<file path="src/rtl/store_issue_ctrl.sv">
// Store issue controller: computes the effective address, rejects misaligned stores and
// streams legal stores in program order onto a single-outstanding req/ack write port.
`ifndef SB
`define SB 3'b000
`endif
`ifndef SH
`define SH 3'b001
`endif
`ifndef SW
`define SW 3'b010
`endif
`ifndef STR_NOP
`define STR_NOP 3'b011
`endif

module store_issue_ctrl #(
   parameter int unsigned DEPTH = 4
) (
   input  logic        clk,
   input  logic        reset,
   input  logic        st_valid,
   output logic        st_ready,
   input  logic [2:0]  store_control,
   input  logic [31:0] rs1_val,
   input  logic [31:0] rs2_val,
   input  logic [11:0] imm,
   output logic        mem_req,
   output logic [31:0] mem_addr,
   output logic [31:0] mem_wdata,
   output logic [3:0]  mem_be,
   input  logic        mem_ack,
   output logic        misalign_err,
   output logic [31:0] misalign_addr,
   output logic        busy
);

   localparam int unsigned PTR_W = (DEPTH > 1) ? $clog2(DEPTH) : 1;
   localparam int unsigned CNT_W = $clog2(DEPTH + 1);
   localparam int unsigned ENT_W = 30 + 4 + 32;

   typedef enum logic {IDLE, REQ} state_e;

   state_e               state_q, state_d;
   logic [CNT_W-1:0]     count_q, count_d;
   logic [PTR_W-1:0]     rd_ptr_q, rd_ptr_d;
   logic [PTR_W-1:0]     wr_ptr_q, wr_ptr_d;
   logic [ENT_W-1:0]     queue_q [DEPTH];
   logic [ENT_W-1:0]     queue_d [DEPTH];
   logic                 mem_req_q, mem_req_d;
   logic [31:0]          mem_addr_q, mem_addr_d;
   logic [31:0]          mem_wdata_q, mem_wdata_d;
   logic [3:0]           mem_be_q, mem_be_d;
   logic                 misalign_err_q, misalign_err_d;
   logic [31:0]          misalign_addr_q, misalign_addr_d;

   logic [31:0]          ea;
   logic [3:0]           st_be;
   logic [31:0]          st_data;
   logic                 st_legal;
   logic                 st_misal;
   logic                 accept;
   logic                 enq;
   logic                 pop;
   logic [ENT_W-1:0]     head;

   assign st_ready = ~reset & (count_q < CNT_W'(DEPTH));
   assign accept   = st_valid & st_ready;
   assign enq      = accept & st_legal;
   assign head     = queue_q[rd_ptr_q];

   // Decode: effective address, alignment check, byte enables and lane-replicated data
   always_comb begin
      ea       = rs1_val + {{20{imm[11]}}, imm};
      st_be    = 4'b0000;
      st_data  = 32'h0;
      st_legal = 1'b0;
      st_misal = 1'b0;
      case (store_control)
         `SW: begin
            if (ea[1:0] == 2'b00) begin
               st_legal = 1'b1;
               st_be    = 4'b1111;
               st_data  = rs2_val;
            end else begin
               st_misal = 1'b1;
            end
         end
         `SH: begin
            if (!ea[0]) begin
               st_legal = 1'b1;
               st_be    = ea[1] ? 4'b1100 : 4'b0011;
               st_data  = {2{rs2_val[15:0]}};
            end else begin
               st_misal = 1'b1;
            end
         end
         `SB: begin
            st_legal = 1'b1;
            st_be    = 4'b0001 << ea[1:0];
            st_data  = {4{rs2_val[7:0]}};
         end
         default: ;
      endcase
   end

   // Issue FSM: IDLE loads the head; REQ holds the payload until ack, then chains or drains
   always_comb begin
      state_d     = state_q;
      pop         = 1'b0;
      mem_req_d   = mem_req_q;
      mem_addr_d  = mem_addr_q;
      mem_wdata_d = mem_wdata_q;
      mem_be_d    = mem_be_q;
      case (state_q)
         IDLE: begin
            if (count_q != '0) begin
               pop       = 1'b1;
               mem_req_d = 1'b1;
               state_d   = REQ;
            end
         end
         REQ: begin
            if (mem_ack) begin
               if (count_q != '0) begin
                  pop = 1'b1;
               end else begin
                  mem_req_d = 1'b0;
                  state_d   = IDLE;
               end
            end
         end
         default: state_d = IDLE;
      endcase
      if (pop) begin
         mem_addr_d  = {head[ENT_W-1 -: 30], 2'b00};
         mem_be_d    = head[35:32];
         mem_wdata_d = head[31:0];
      end
   end

   // Queue bookkeeping and misalignment reporting
   always_comb begin
      queue_d  = queue_q;
      wr_ptr_d = wr_ptr_q;
      rd_ptr_d = rd_ptr_q;
      count_d  = count_q;
      if (enq) begin
         queue_d[wr_ptr_q] = {ea[31:2], st_be, st_data};
         wr_ptr_d          = wr_ptr_q + PTR_W'(1);
      end
      if (pop) begin
         rd_ptr_d = rd_ptr_q + PTR_W'(1);
      end
      if (enq && !pop) begin
         count_d = count_q + CNT_W'(1);
      end else if (pop && !enq) begin
         count_d = count_q - CNT_W'(1);
      end
      misalign_err_d  = accept & st_misal;
      misalign_addr_d = (accept & st_misal) ? ea : misalign_addr_q;
   end

   always_ff @(posedge clk) begin
      if (reset) begin
         state_q         <= IDLE;
         count_q         <= '0;
         rd_ptr_q        <= '0;
         wr_ptr_q        <= '0;
         mem_req_q       <= 1'b0;
         mem_addr_q      <= 32'h0;
         mem_wdata_q     <= 32'h0;
         mem_be_q        <= 4'b0000;
         misalign_err_q  <= 1'b0;
         misalign_addr_q <= 32'h0;
      end else begin
         state_q         <= state_d;
         count_q         <= count_d;
         rd_ptr_q        <= rd_ptr_d;
         wr_ptr_q        <= wr_ptr_d;
         mem_req_q       <= mem_req_d;
         mem_addr_q      <= mem_addr_d;
         mem_wdata_q     <= mem_wdata_d;
         mem_be_q        <= mem_be_d;
         misalign_err_q  <= misalign_err_d;
         misalign_addr_q <= misalign_addr_d;
      end
   end

   // Queue storage needs no reset: the pointers and count define which entries are live
   always_ff @(posedge clk) begin
      queue_q <= queue_d;
   end

   assign mem_req       = mem_req_q;
   assign mem_addr      = mem_addr_q;
   assign mem_wdata     = mem_wdata_q;
   assign mem_be        = mem_be_q;
   assign misalign_err  = misalign_err_q;
   assign misalign_addr = misalign_addr_q;
   assign busy          = (count_q != '0) | mem_req_q;

endmodule

</file>
<file path="config.mk">
export PLATFORM = sky130hd
export DESIGN_NAME = store_issue_ctrl
export DESIGN_NICKNAME = d
export VERILOG_FILES = /design/src/rtl/store_issue_ctrl.sv
export SDC_FILE = /design/constraint.sdc
export NUM_CORES = 1
export LEC_CHECK = 0
export CORE_MARGIN = 4
export CORE_UTILIZATION = 40
export DETAILED_ROUTE_END_ITERATION = 8
export DONT_BUFFER_PORTS = 1
export PLACE_DENSITY = 0.59
export RECOVER_POWER = 100
export SYNTH_ARGS = -nofsm -noshare
export SYNTH_HDL_FRONTEND = slang
export SYNTH_SLANG_ARGS = --single-unit
export TNS_END_PERCENT = 100
</file>
<file path="constraint.sdc">
create_clock -name clk -period 4.4 [get_ports clk]
set_clock_uncertainty 0.1 [all_clocks]
set_input_delay 0.44 -clock clk [delete_from_list [all_inputs] [get_ports clk]]
set_output_delay 0.44 -clock clk [all_outputs]
set_load 0.01 [all_outputs]
</file>
# Word-level counts from Yosys, hierarchy flattened
# Index checks and enable logic that the tools add are counted.
[word_totals] register_bits=372 output_inout_bits=104 word_cells=78
[op_classes] addsub=5 order_cmp=4 n_eq_ne=5 shifts=1 muxes=30 n_bitwise=9 reduce_logical=10
[op_table] op="$bwmux W264" count=1
[op_table] op="$mux W66" count=3
[op_table] op="$bmux W66 S2" count=1
[op_table] op="$demux W66 S2" count=1
[op_table] op="$pmux W32 S3" count=1
[op_table] op="$mux W32" count=2
[op_table] op="$add A32 B32 Y32" count=1
[op_table] op="$mux W4" count=3
[op_table] op="$pmux W4 S3" count=1
[op_table] op="$mux W1" count=10
[op_table] op="$pmux W1 S2" count=4
[op_table] op="$ge A3 B3 Y1 const B" count=2
[op_table] op="$mux W3" count=2
[op_table] op="$ne A2 B2 Y1 const B" count=3
[op_table] op="$not A2 Y3" count=2
[op_table] op="$add A2 B1 Y2 const B" count=2
[op_table] op="$and A1 B1 Y1" count=4
[op_table] op="$shl A1 B2 Y4 const A" count=1
[op_table] op="$add A3 B1 Y3 const B" count=1
[op_table] op="$eq A3 B1 Y1 const B" count=1
[op_table] op="$eq A3 B2 Y1 const B" count=1
[op_table] op="$logic_and A1 B1 Y1" count=3
[op_table] op="$logic_not A3 Y1" count=1
[op_table] op="$lt A3 B1 Y1 const B" count=1
[op_table] op="10 further kinds" count=12

# Longest topological paths before layout
[depth] ltp_word=9 ltp_mapped=12 depth_no_buf=11

# Least setup slack after synthesis
# Ideal clock, no wire load.
[synth_path] path_kind="in2reg" start="input rs1_val[0]" end="register queue_q[0] (netlist name), enable pin" arrival_time_ps=3698 t_required_ps=3869 setup_slack_ps=170 stages=7 cell_sequence="ha_1 fa_1 clkbuf_1 nor4_4 nor2_2 nor2_4 and2_1"
[synth_between] elab_chain_cells=5 word_cells_on_any_way=6 classes_between="1 x add/sub; 3 x mux; 1 x bitwise; 1 x reduce/logical"
[synth_lines] element="start, declared" line_no="24" text="input logic [31:0] rs1_val,"
[synth_lines] element="$add A32 B32 Y32" line_no="73" text="ea = rs1_val + {{20{imm[11]}}, imm};"
[synth_lines] element="named net ea[1]" line_no="56" text="logic [31:0] ea;"
[synth_lines] element="$logic_not A2 Y1" line_no="80" text="if (ea[1:0] == 2'b00) begin"
[synth_lines] element="$mux W1" line_no="80"
[synth_lines] element="$pmux W1 S3" line_no="78" text="case (store_control)"
[synth_lines] element="$and A1 B1 Y1" line_no="68" text="assign enq = accept & st_legal;"
[synth_lines] element="named net enq" line_no="62" text="logic enq;"
[synth_lines] element="end signal, assigned" line_no="191" text="queue_q <= queue_d;"
[synth_lines] element="end, declared" line_no="47" text="logic [ENT_W-1:0] queue_q [DEPTH];"
# The timed path passes the listed nets, and every way through them passes these cells.
# A chain may end at the register's enable or synchronous reset.

# Worst setup path in the final report
[layout_path] start="input rs1_val[0]" end="register queue_q[58] (netlist name), enable pin"
# Same word-level chain as after synthesis.

==> flow_metrics.tcl <==
set metrics [dict create \
    synth_top_family_by_area "compound AO/OA/AOI/OAI gates" \
    r2r_cells 5 \
    root_buffer "clkbuf_16" \
    post-dp-hpwl_mm 26.1 \
    crit_required_ps 4440 \
    vias_per_cell 5.66 \
    finalCritPeriodShare_pct 78.7 \
    die_h_um 209 \
    routed-via-count 9942 \
    reg2reg_slack_ps 1410 \
    finalHoldViolCount 0 \
    die_area_um2 43600 \
    die_x_um 209 \
    crit_path_end_kind "flop" \
    cpLargestDelayFamily "simple AND/OR/NAND/NOR gates" \
    sequentialPowerShare_pct 45.9 \
    crit_top_cell "nor2_1" \
    place_congestion 0.821 \
    worstMarginPinSlew_ps 1800 \
    pwr_density_cell_nw_per_um2 555 \
    slew_headroom_pct -20.3 \
    crit_path_top_delay_cell "clkbuf_2" \
    syn_area_per_cell_um2 13.3 \
    synth.mux.area_fraction_pct 9.35 \
    grtUsageTotal_pct 17.6 \
    crit_fanout 36 \
    cts_tree "yes" \
    synth-simple-area-share_pct 9.78 \
    switchingPower_w 0.00301 \
    critPathBufInv 1 \
    grt_pass1_wl_mm 60.1 \
    crit_path_max_incr_delay_ps 840 \
    switching_share_pct 30.3 \
    drive_gt1_share_pct 12.8 \
    synth_edf_count 264 \
    pwr-share-comb_pct 20.3 \
    syn_to_final_growth_pct 11.1 \
    drt_first_pass_iters 7 \
    h-tree-depth 2 \
    initial_utilization_pct 40.5 \
    crit_path_start "rs1_val[0]" \
    fillers 3623 \
    clkPwrFrac_pct 33.8 \
    ys_async_sr_fraction_pct 0 \
    peakVddDrop_v 0.000495 \
    synth.distinct_cells 73 \
    drv_cap 2 \
    synth-xor-area-share_pct 1.63 \
    r2r-start "count_q[2]" \
    dpl_worst_slack_ps 949 \
    fin_ws_ps 936 \
    fin_crit_ps 3460 \
    maxSlewViolCount 112 \
    clk_pin_slew_ps 60 \
    arrival_ps 3510 \
    drt_iter0_markers 765 \
    io_pins 187 \
    antenna_found_initial 3 \
    path_depth 7 \
    start_kind "input port" \
    final_nets 1319 \
    drt_wl_total_mm 39.7 \
    portBuffers 0 \
    ys_warn_count 0 \
    rows 73 \
    fmax_mhz 289 \
    overflow 0 \
    path_class "in -> reg" \
    postRouteAntennaNets 0 \
    grt_max_degree 91 \
    synth-seq-area-share_pct 62.6 \
    hold_class "in -> reg" \
    netlist_instances 1212 \
    crit_end "queue_q[58]" \
    synth_ff_type "edfxtp_1" \
    synth-compound-area-share_pct 10.9 \
    tns_ps 0 \
    rr_endpoint "queue_q[58]" \
    drcViolationCount 0 \
    cts_buffer_depth 3 \
    crit_chain "ha_1 -> fa_1 -> nor4_1 -> nor2_1 -> nor2_1 -> and2_2 -> clkbuf_2" \
    cts.sinks 372 \
    synth_fa_ha_area_share_pct 3.04 \
    core_area_um2 39800 \
    netlist_area_um2 16100 \
    p_int_w 0.00693 \
    violations "max-capacitance violations, max-slew violations" \
    ys_seq_elements 372 \
    run_status "finished, violations left" \
    p_leak_nw 6.02 \
    cts_made_buffers 41 \
    layout_commonest_cell "edfxtp_1" \
    rsz0062_at_grt "no" \
    wl_per_cell_um 22.6 \
    ctsResizeCount 0 \
    clock_latency_ps 530 \
    layout_common_cells "edfxtp_1 (264), nand2_1 (186), a21oi_1 (117), dfxtp_1 (106), mux4_2 (66)" \
    grt_pass1_vias 9802 \
    setup_viol 0 \
]
==> per-layer routing <==
| layer | share of wire (%) | wire [um] | up-vias | GRT usage, % |
|---|---|---|---|---|
| met5 | 0.050 | 20 | - | 0 |
| met2 | 46 | 18400 | 339 | 27.8 |
| li1 | - | - | 4579 | - |
| met1 | 43 | 17000 | 4963 | 24.1 |
| met3 | 8.8 | 3500 | 59 | 5.52 |
| met4 | 1.7 | 691 | 2 | 3.96 |
==> kinds of logic (layout without fill, tap and decap cells) <==
logic type                 count (synthesis)  count (layout)
DFF                                      372             372
and+or+nand+nor                          339             339
AOI/OAI and AO/OA                        267             267
buffers and inverters                     97             114
muxes                                     68              68
adders and majority gates                 38              38
xor gates and xnor gates                  30              30
other                                      1               3
==> synthesized netlist by cell type (all sizes together), types with 14 or more instances <==
library cell / n / share of area, %
o211ai: 14 / 0.65
a21oi: 117 / 3.6
inv: 21 / 0.49
edfxtp: 264 / 49
xnor2: 18 / 0.98
nand4: 16 / 0.62
dfxtp: 108 / 13
buf: 40 / 1.3
o21ai: 36 / 1.2
clkbuf: 36 / 0.84
nand3: 26 / 0.81
ha: 36 / 2.8
nand2: 186 / 4.3
nor2: 38 / 0.95
mux4: 66 / 9.2
a21o: 17 / 0.79
a22o: 16 / 0.87
==> power by group through the flow <==
stage | combinational [W] | sequential (W) | clock (W)
global placement | 0.00200 | 0.00466 | 0
global route | 0.00224 | 0.00462 | 0.00360
floorplan | 0.00164 | 0.00442 | 0
finish | 0.00202 | 0.00456 | 0.00335
CTS | 0.00207 | 0.00459 | 0.00344
detailed placement | 0.00205 | 0.00466 | 0
==> state kept, by name (all words and copies together), names as in the netlist, 2 cells and up <==
register / flops
misalign_addr: 32
wr_ptr_q: 2
count_q: 3
queue_q: 264
mem_addr: 30
mem_wdata: 32
rd_ptr_q: 2
mem_be: 4
==> through the flow <==
step	utilization, %	total power [W]	cells	hold WS [ps]	area, um^2
after global placement	41.7	0.00665	1677	365	16600
after floorplan	-	0.00606	1213	349	16100
after detailed placement	41.7	0.00671	1677	376	16600
after global routing	45.0	0.0105	1755	11.3	17900
after CTS	45.2	0.0101	1755	5.07	18000
final	45.0	0.00993	1756	31.9	17900
==> worst register-to-register path: cells and delay by family, from the launching register on <==
| kind | cells | cell delay, ps |
|---|---|---|
| simple gates | 4 | 1310 |
| buf+inv | 1 | 840 |
| flops | 1 | 320 |
==> timing repair <==
action                    in CTS  in global routing
setup buffers                  0                  0
hold buffers                   3                  0
hold endpoints to repair      90                  0
==> area by class of cell <==
cell class | instances | area (um^2) | area share [%]
Timing Repair Buffer | 18 | 193 | 1.08
Antenna cell | 1 | 2.50 | 0.0140
Tap cell | 525 | 657 | 3.67
Multi-Input combinational cell | 744 | 5550 | 31.0
Sequential cell | 372 | 10100 | 56.4
Clock inverter | 18 | 144 | 0.804
Inverter | 21 | 78.8 | 0.440
Clock buffer | 57 | 1190 | 6.64
==> worst min-delay path by stage <==
stage                  from           endpoint  cells past startpoint
global route          reset  misalign_addr[19]                      2
finish                reset  misalign_addr[19]                      2
detailed placement  state_q            mem_req                      1
floorplan           state_q            mem_req                      1
CTS                   reset  misalign_addr[14]                      2
global placement    state_q            mem_req                      1
(Power assumes the default switching activity.)
